[config.mk]
export PLATFORM = sky130hd
export DESIGN_NAME = uart_rx_deframer
export DESIGN_NICKNAME = d
export VERILOG_FILES = /design/src/rtl/uart_rx_deframer.sv
export SDC_FILE = /design/constraint.sdc
export NUM_CORES = 1
export LEC_CHECK = 0
export CORE_ASPECT_RATIO = 0.5
export CORE_MARGIN = 3
export CORE_UTILIZATION = 55
export CTS_CLUSTER_DIAMETER = 40
export CTS_CLUSTER_SIZE = 20
export DETAILED_ROUTE_END_ITERATION = 10
export GPL_TIMING_DRIVEN = 0
export PLACE_DENSITY = 0.8
export SYNTH_ARGS = -nofsm -noshare
export SYNTH_HDL_FRONTEND = slang
export SYNTH_SLANG_ARGS = --single-unit
[constraint.sdc]
create_clock -name clk -period 2.2 [get_ports clk]
set_input_delay 0.33 -clock clk [delete_from_list [all_inputs] [get_ports clk]]
set_output_delay 0.33 -clock clk [all_outputs]
set_load 0.01 [all_outputs]
[src/rtl/uart_rx_deframer.sv]
// uart_rx_deframer: oversampled UART receiver with optional even parity, stop-bit check and FIFO write strobe
module uart_rx_deframer #(
  parameter int OVERSAMPLE = 16,
  parameter int DATA_BITS = 8
) (
  input  logic                 clk,
  input  logic                 areset,
  input  logic                 sample_tick,
  input  logic                 p_enbl,
  input  logic                 rxd,
  input  logic                 fifo_full,
  output logic [DATA_BITS-1:0] dout,
  output logic                 write_en,
  output logic                 busy,
  output logic                 parity_err,
  output logic                 frame_err,
  output logic                 overrun
);
  localparam int TW = $clog2(OVERSAMPLE);
  localparam int BW = $clog2(DATA_BITS + 1);
  localparam logic [TW-1:0] HALF = TW'(OVERSAMPLE / 2 - 1);
  localparam logic [TW-1:0] LAST = TW'(OVERSAMPLE - 1);
  typedef enum logic [2:0] {IDLE, START, DATA, PARITY, STOP, WAIT_HIGH} state_t;
  state_t               state;
  logic [TW-1:0]        tick_cnt;
  logic [BW-1:0]        bit_cnt;
  logic [DATA_BITS-1:0] shreg;
  logic                 rx_meta, rx_sync, par_en, perr;
  always_ff @(posedge clk) begin
    if (areset) begin
      rx_meta    <= 1'b1;
      rx_sync    <= 1'b1;
      state      <= IDLE;
      tick_cnt   <= '0;
      bit_cnt    <= '0;
      shreg      <= '0;
      par_en     <= 1'b0;
      perr       <= 1'b0;
      dout       <= '0;
      write_en   <= 1'b0;
      busy       <= 1'b0;
      parity_err <= 1'b0;
      frame_err  <= 1'b0;
      overrun    <= 1'b0;
    end else begin
      rx_meta  <= rxd;
      rx_sync  <= rx_meta;
      write_en <= 1'b0;
      overrun  <= 1'b0;
      if (sample_tick) begin
        tick_cnt <= tick_cnt + TW'(1);
        case (state)
          IDLE: if (!rx_sync) begin
            tick_cnt <= '0;
            par_en   <= p_enbl;
            busy     <= 1'b1;
            state    <= START;
          end
          START: if (tick_cnt == HALF) begin
            tick_cnt <= '0;
            bit_cnt  <= '0;
            busy     <= !rx_sync;
            state    <= rx_sync ? IDLE : DATA;
          end
          DATA: if (tick_cnt == LAST) begin
            tick_cnt <= '0;
            shreg    <= {rx_sync, shreg[DATA_BITS-1:1]};
            bit_cnt  <= bit_cnt + BW'(1);
            if (bit_cnt == BW'(DATA_BITS - 1)) state <= par_en ? PARITY : STOP;
          end
          PARITY: if (tick_cnt == LAST) begin
            tick_cnt <= '0;
            perr     <= ^shreg ^ rx_sync;
            state    <= STOP;
          end
          STOP: if (tick_cnt == LAST) begin
            tick_cnt   <= '0;
            dout       <= shreg;
            parity_err <= par_en & perr;
            frame_err  <= !rx_sync;
            write_en   <= !fifo_full;
            overrun    <= fifo_full;
            busy       <= !rx_sync;
            state      <= rx_sync ? IDLE : WAIT_HIGH;
          end
          WAIT_HIGH: if (rx_sync) begin
            busy  <= 1'b0;
            state <= IDLE;
          end
          default: state <= IDLE;
        endcase
      end
    end
  end
endmodule

==> results by group <==
Outcome
  – Outcome: finished, final reports clean

Clocking
  – Max clock buf depth: 2
  – Clock edge transition at the registers on the reported setup and hold paths: 0.07 ns
  – Number of H-tree levels: 2
  – Worst-skew pair later-pin latency: 0.28 ns
  – Number of buffers inserted to repair setup after CTS: 0
  – Num CTS Buffers: 5
  – Clock tree root buffer cell: clkbuf_8
  – CTS tree: done
  – Clock net sink count: 36

Yosys
  – Yosys warning count: 0
  – Synth async-reset ratio: 0%
  – Net count of the mapped netlist: between 200 and 250
  – Number of different library cells in the post-synthesis netlist: 38
  – Sequential area share after synthesis: 42.4%
  – Number of enable-type register cells in the synthesized netlist: 0
  – Top flip-flop cell by instance count after synthesis: dfxtp_1
  – Number of instances in the synthesized netlist: between 200 and 250
  – Mean Syn Cell Area: 8.32 um^2
  – Number of storage elements in the synthesis netlist: 36
  – Yosys top cell by area: dfxtp_1
  – Synth Cell Area: 1700 um^2
  – Top cells by area, synth: dfxtp_1, mux2i_1, nand2_1, a21oi_1, nor2_1
  – Share of the synthesized area in the top cell type: a little over two fifths

Min path
  – Hold path depth: 1
  – Hold Path Sink: rx_sync
  – Class of the tightest hold or removal check: reg -> reg
  – Min-delay src: rx_meta

Pwr
  – Highest ir drop seen on vdd: between 0.4 and 0.5 mV
  – Static power due to leakage: 0.682 nW
  – Power per standard cell area: 591 nW/um^2

Drt
  – Antenna Nets Post-Route: 0
  – Iteration count of the initial detailed-routing pass: 4
  – Met3 wire len: 271 um
  – Detailed router's first-iteration violation count: 120
  – Routed wire length: 3.68 mm
  – Vias/cell: around 5.7
  – Vias: 1500
  – Wirelength per Cell: 13.9 um
  – Met2 WL: 1.60 mm
  – Uppermost metal layer occupied by signal nets: met4
  – DRC Markers: 0
  – Detailed-routing wirelength on met1: 1.73 mm

Layout
  – Multi-input logic area: around 910 um^2
  – Diode count: 0
  – Final design instance area without fill: roughly 2000 um^2
  – Fraction of the core area covered by cells at the end of the flow: 72.1%
  – Sequential cell area: 721 um^2
  – Synth-to-layout area growth: 17.4%
  – Fillcell total: 241
  – Share of layout cells above drive strength 1: 7.89%
  – Number of nets at the end of the flow: 235

Placed design
  – Port buffer count: 16
  – Placed cell area: ~1900 um^2
  – Final weighted congestion in routability-driven placement: 0.929
  – DP Wirelength: 2.66 mm

Die
  – Die X: 84.6 um
  – Starting density of the core: approximately three fifths
  – Cell Rows: 13
  – Total core area: ~2800 um^2
  – Overall die area: between 3000 and 4000 um^2
  – Die Height: 45.3 um
  – IO Count: 19

STA
  – Final total negative setup slack: 0 ns
  – Final Cycle Share: 87.3%
  – Max frequency: approximately 520 MHz
  – Period minus WS final: 1.92 ns
  – Finish-stage setup viols: 0
  – Clock skew: 0.00439 ns
  – Transition time at the pin with the least slew margin: 0.713 ns
  – Hold violation count in the final report: 0
  – Headroom to the max-slew limit: 52.2%
  – Final-report max-slew violation count: 0
  – Unrepaired setup endpoints after global routing: false

Setup path
  – Worst flop-to-flop path startpoint: state[2]
  – Classification of the worst setup path: reg -> reg
  – Worst Reg-to-Reg Cells: 6
  – Type of destination of the critical path: flop
  – Worst-path maximum fanout: 10
  – WP data required: 2.41 ns
  – Worst endpoint data arrival time: 2.13 ns
  – Startpoint types: flop
  – Critical R2R Capture: state[0]
  – Setup slack of the most critical reg-to-reg path: 0.28 ns

GRT
  – Largest net degree at the start of global routing: 13
  – Global routing usage summed across all routing layers: 21.8%
  – GRT Residual Overflow: 0
  – First-pass GRT wire length: 6.46 mm
  – Number of global-route vias before repair: roughly 1400
  – Antenna violations before repair: 0

Job
  – Count of maximum capacitance violations: 0
==> cell families after synthesis <==
group	after synthesis	share of synthesized area, %
fa+ha+maj	2	1.47
compound gates	41	13.7
simple gates	88	26.2
flops	36	42.4
xor+xnor	7	4.42
mux	13	7.74
buf+inv	17	3.98
==> sequential cells by signal, summed over array words and instances (netlist names), 3 cells and up <==
name / count
tick_cnt: 4
dout: 8
bit_cnt: 4
shreg: 8
state: 3
==> layout make-up <==
class	instances	share of cell area, %
Clock inverter	3	0.942
Clock buffer	5	3.45
Multi-Input combinational cell	151	45.6
Sequential cell	36	36.2
Buffer	14	2.89
Timing Repair Buffer	16	8.04
Tap cell	37	2.32
Inverter	3	0.565
==> worst max-delay path by stage <==
stage / from / to / slack [ns] / cells after the start
floorplan: state[0] / state[1] / 0.53 / 5
global placement: state[2] / frame_err / 0.29 / 6
detailed placement: sample_tick / state[0] / 0.25 / 6
CTS: state[2] / frame_err / 0.23 / 6
global route: state[2] / frame_err / 0.08 / 6
finish: state[2] / state[0] / 0.28 / 6
==> cell usage after synthesis (3+ instances only) <==
library cell  count
o21ai_0           8
nor2b_1           3
a21oi_1          22
dfxtp_1          36
nor2_1           17
nand3_1          12
mux2i_1          12
xnor2_1           5
nand2_1          31
nand3b_1          4
buf_2             3
a211oi_1          3
clkbuf_1         10
nor3_1            4
inv_1             3
==> power by group <==
part	total, mW	leakage [nW]	switching, mW	internal [mW]
Combinational	0.0572	0.343	0.0340	0.0232
Clock	0.458	0.0479	0.237	0.220
Sequential	0.663	0.291	0.00541	0.657
Total	1.18	0.682	0.277	0.901
==> layer usage <==
| metal | global-route usage (%) | vias to the layer above |
|---|---|---|
| li1 | - | 752 |
| met1 | 28.4 | 687 |
| met2 | 35.3 | 51 |
| met3 | 6.19 | 10 |
| met4 | 8.52 | 0 |
| met5 | 0 | - |
==> placed cells by master, fill, tap and decap left out, drive strengths merged, types with 8 or more instances in the layout <==
cell and n:
clkbuf 15, nand2 31, dfxtp 36, o21ai 8, nand3 12, a21oi 22
mux2i 12, nor2 17, clkdlybuf4s50 16
==> worst max-delay path, cell delays in order (launching register included) <==
cell,delay [ns]
dfxtp_1,0.34
clkbuf_1,0.22
nor4bb_1,0.18
a211oi_1,0.36
o31ai_1,0.22
or3_1,0.39
a21oi_1,0.13
==> per-stage QoR <==
step                setup WS (ns)  hold slack, ns  cells  power [mW]
finish                      0.280           0.413    265        1.18
global placement            0.294           0.391    257       0.733
CTS                         0.234           0.410    265        1.19
global route               0.0804           0.430    265        1.23
floorplan                   0.527           0.389    204       0.715
detailed placement          0.249           0.397    257       0.734
==> repair_timing <==
item	in CTS	in global routing
endpoints found under the setup margin	0	2
hold buffers	0	0
gates resized for setup	0	2
(Power assumes the default switching activity.)
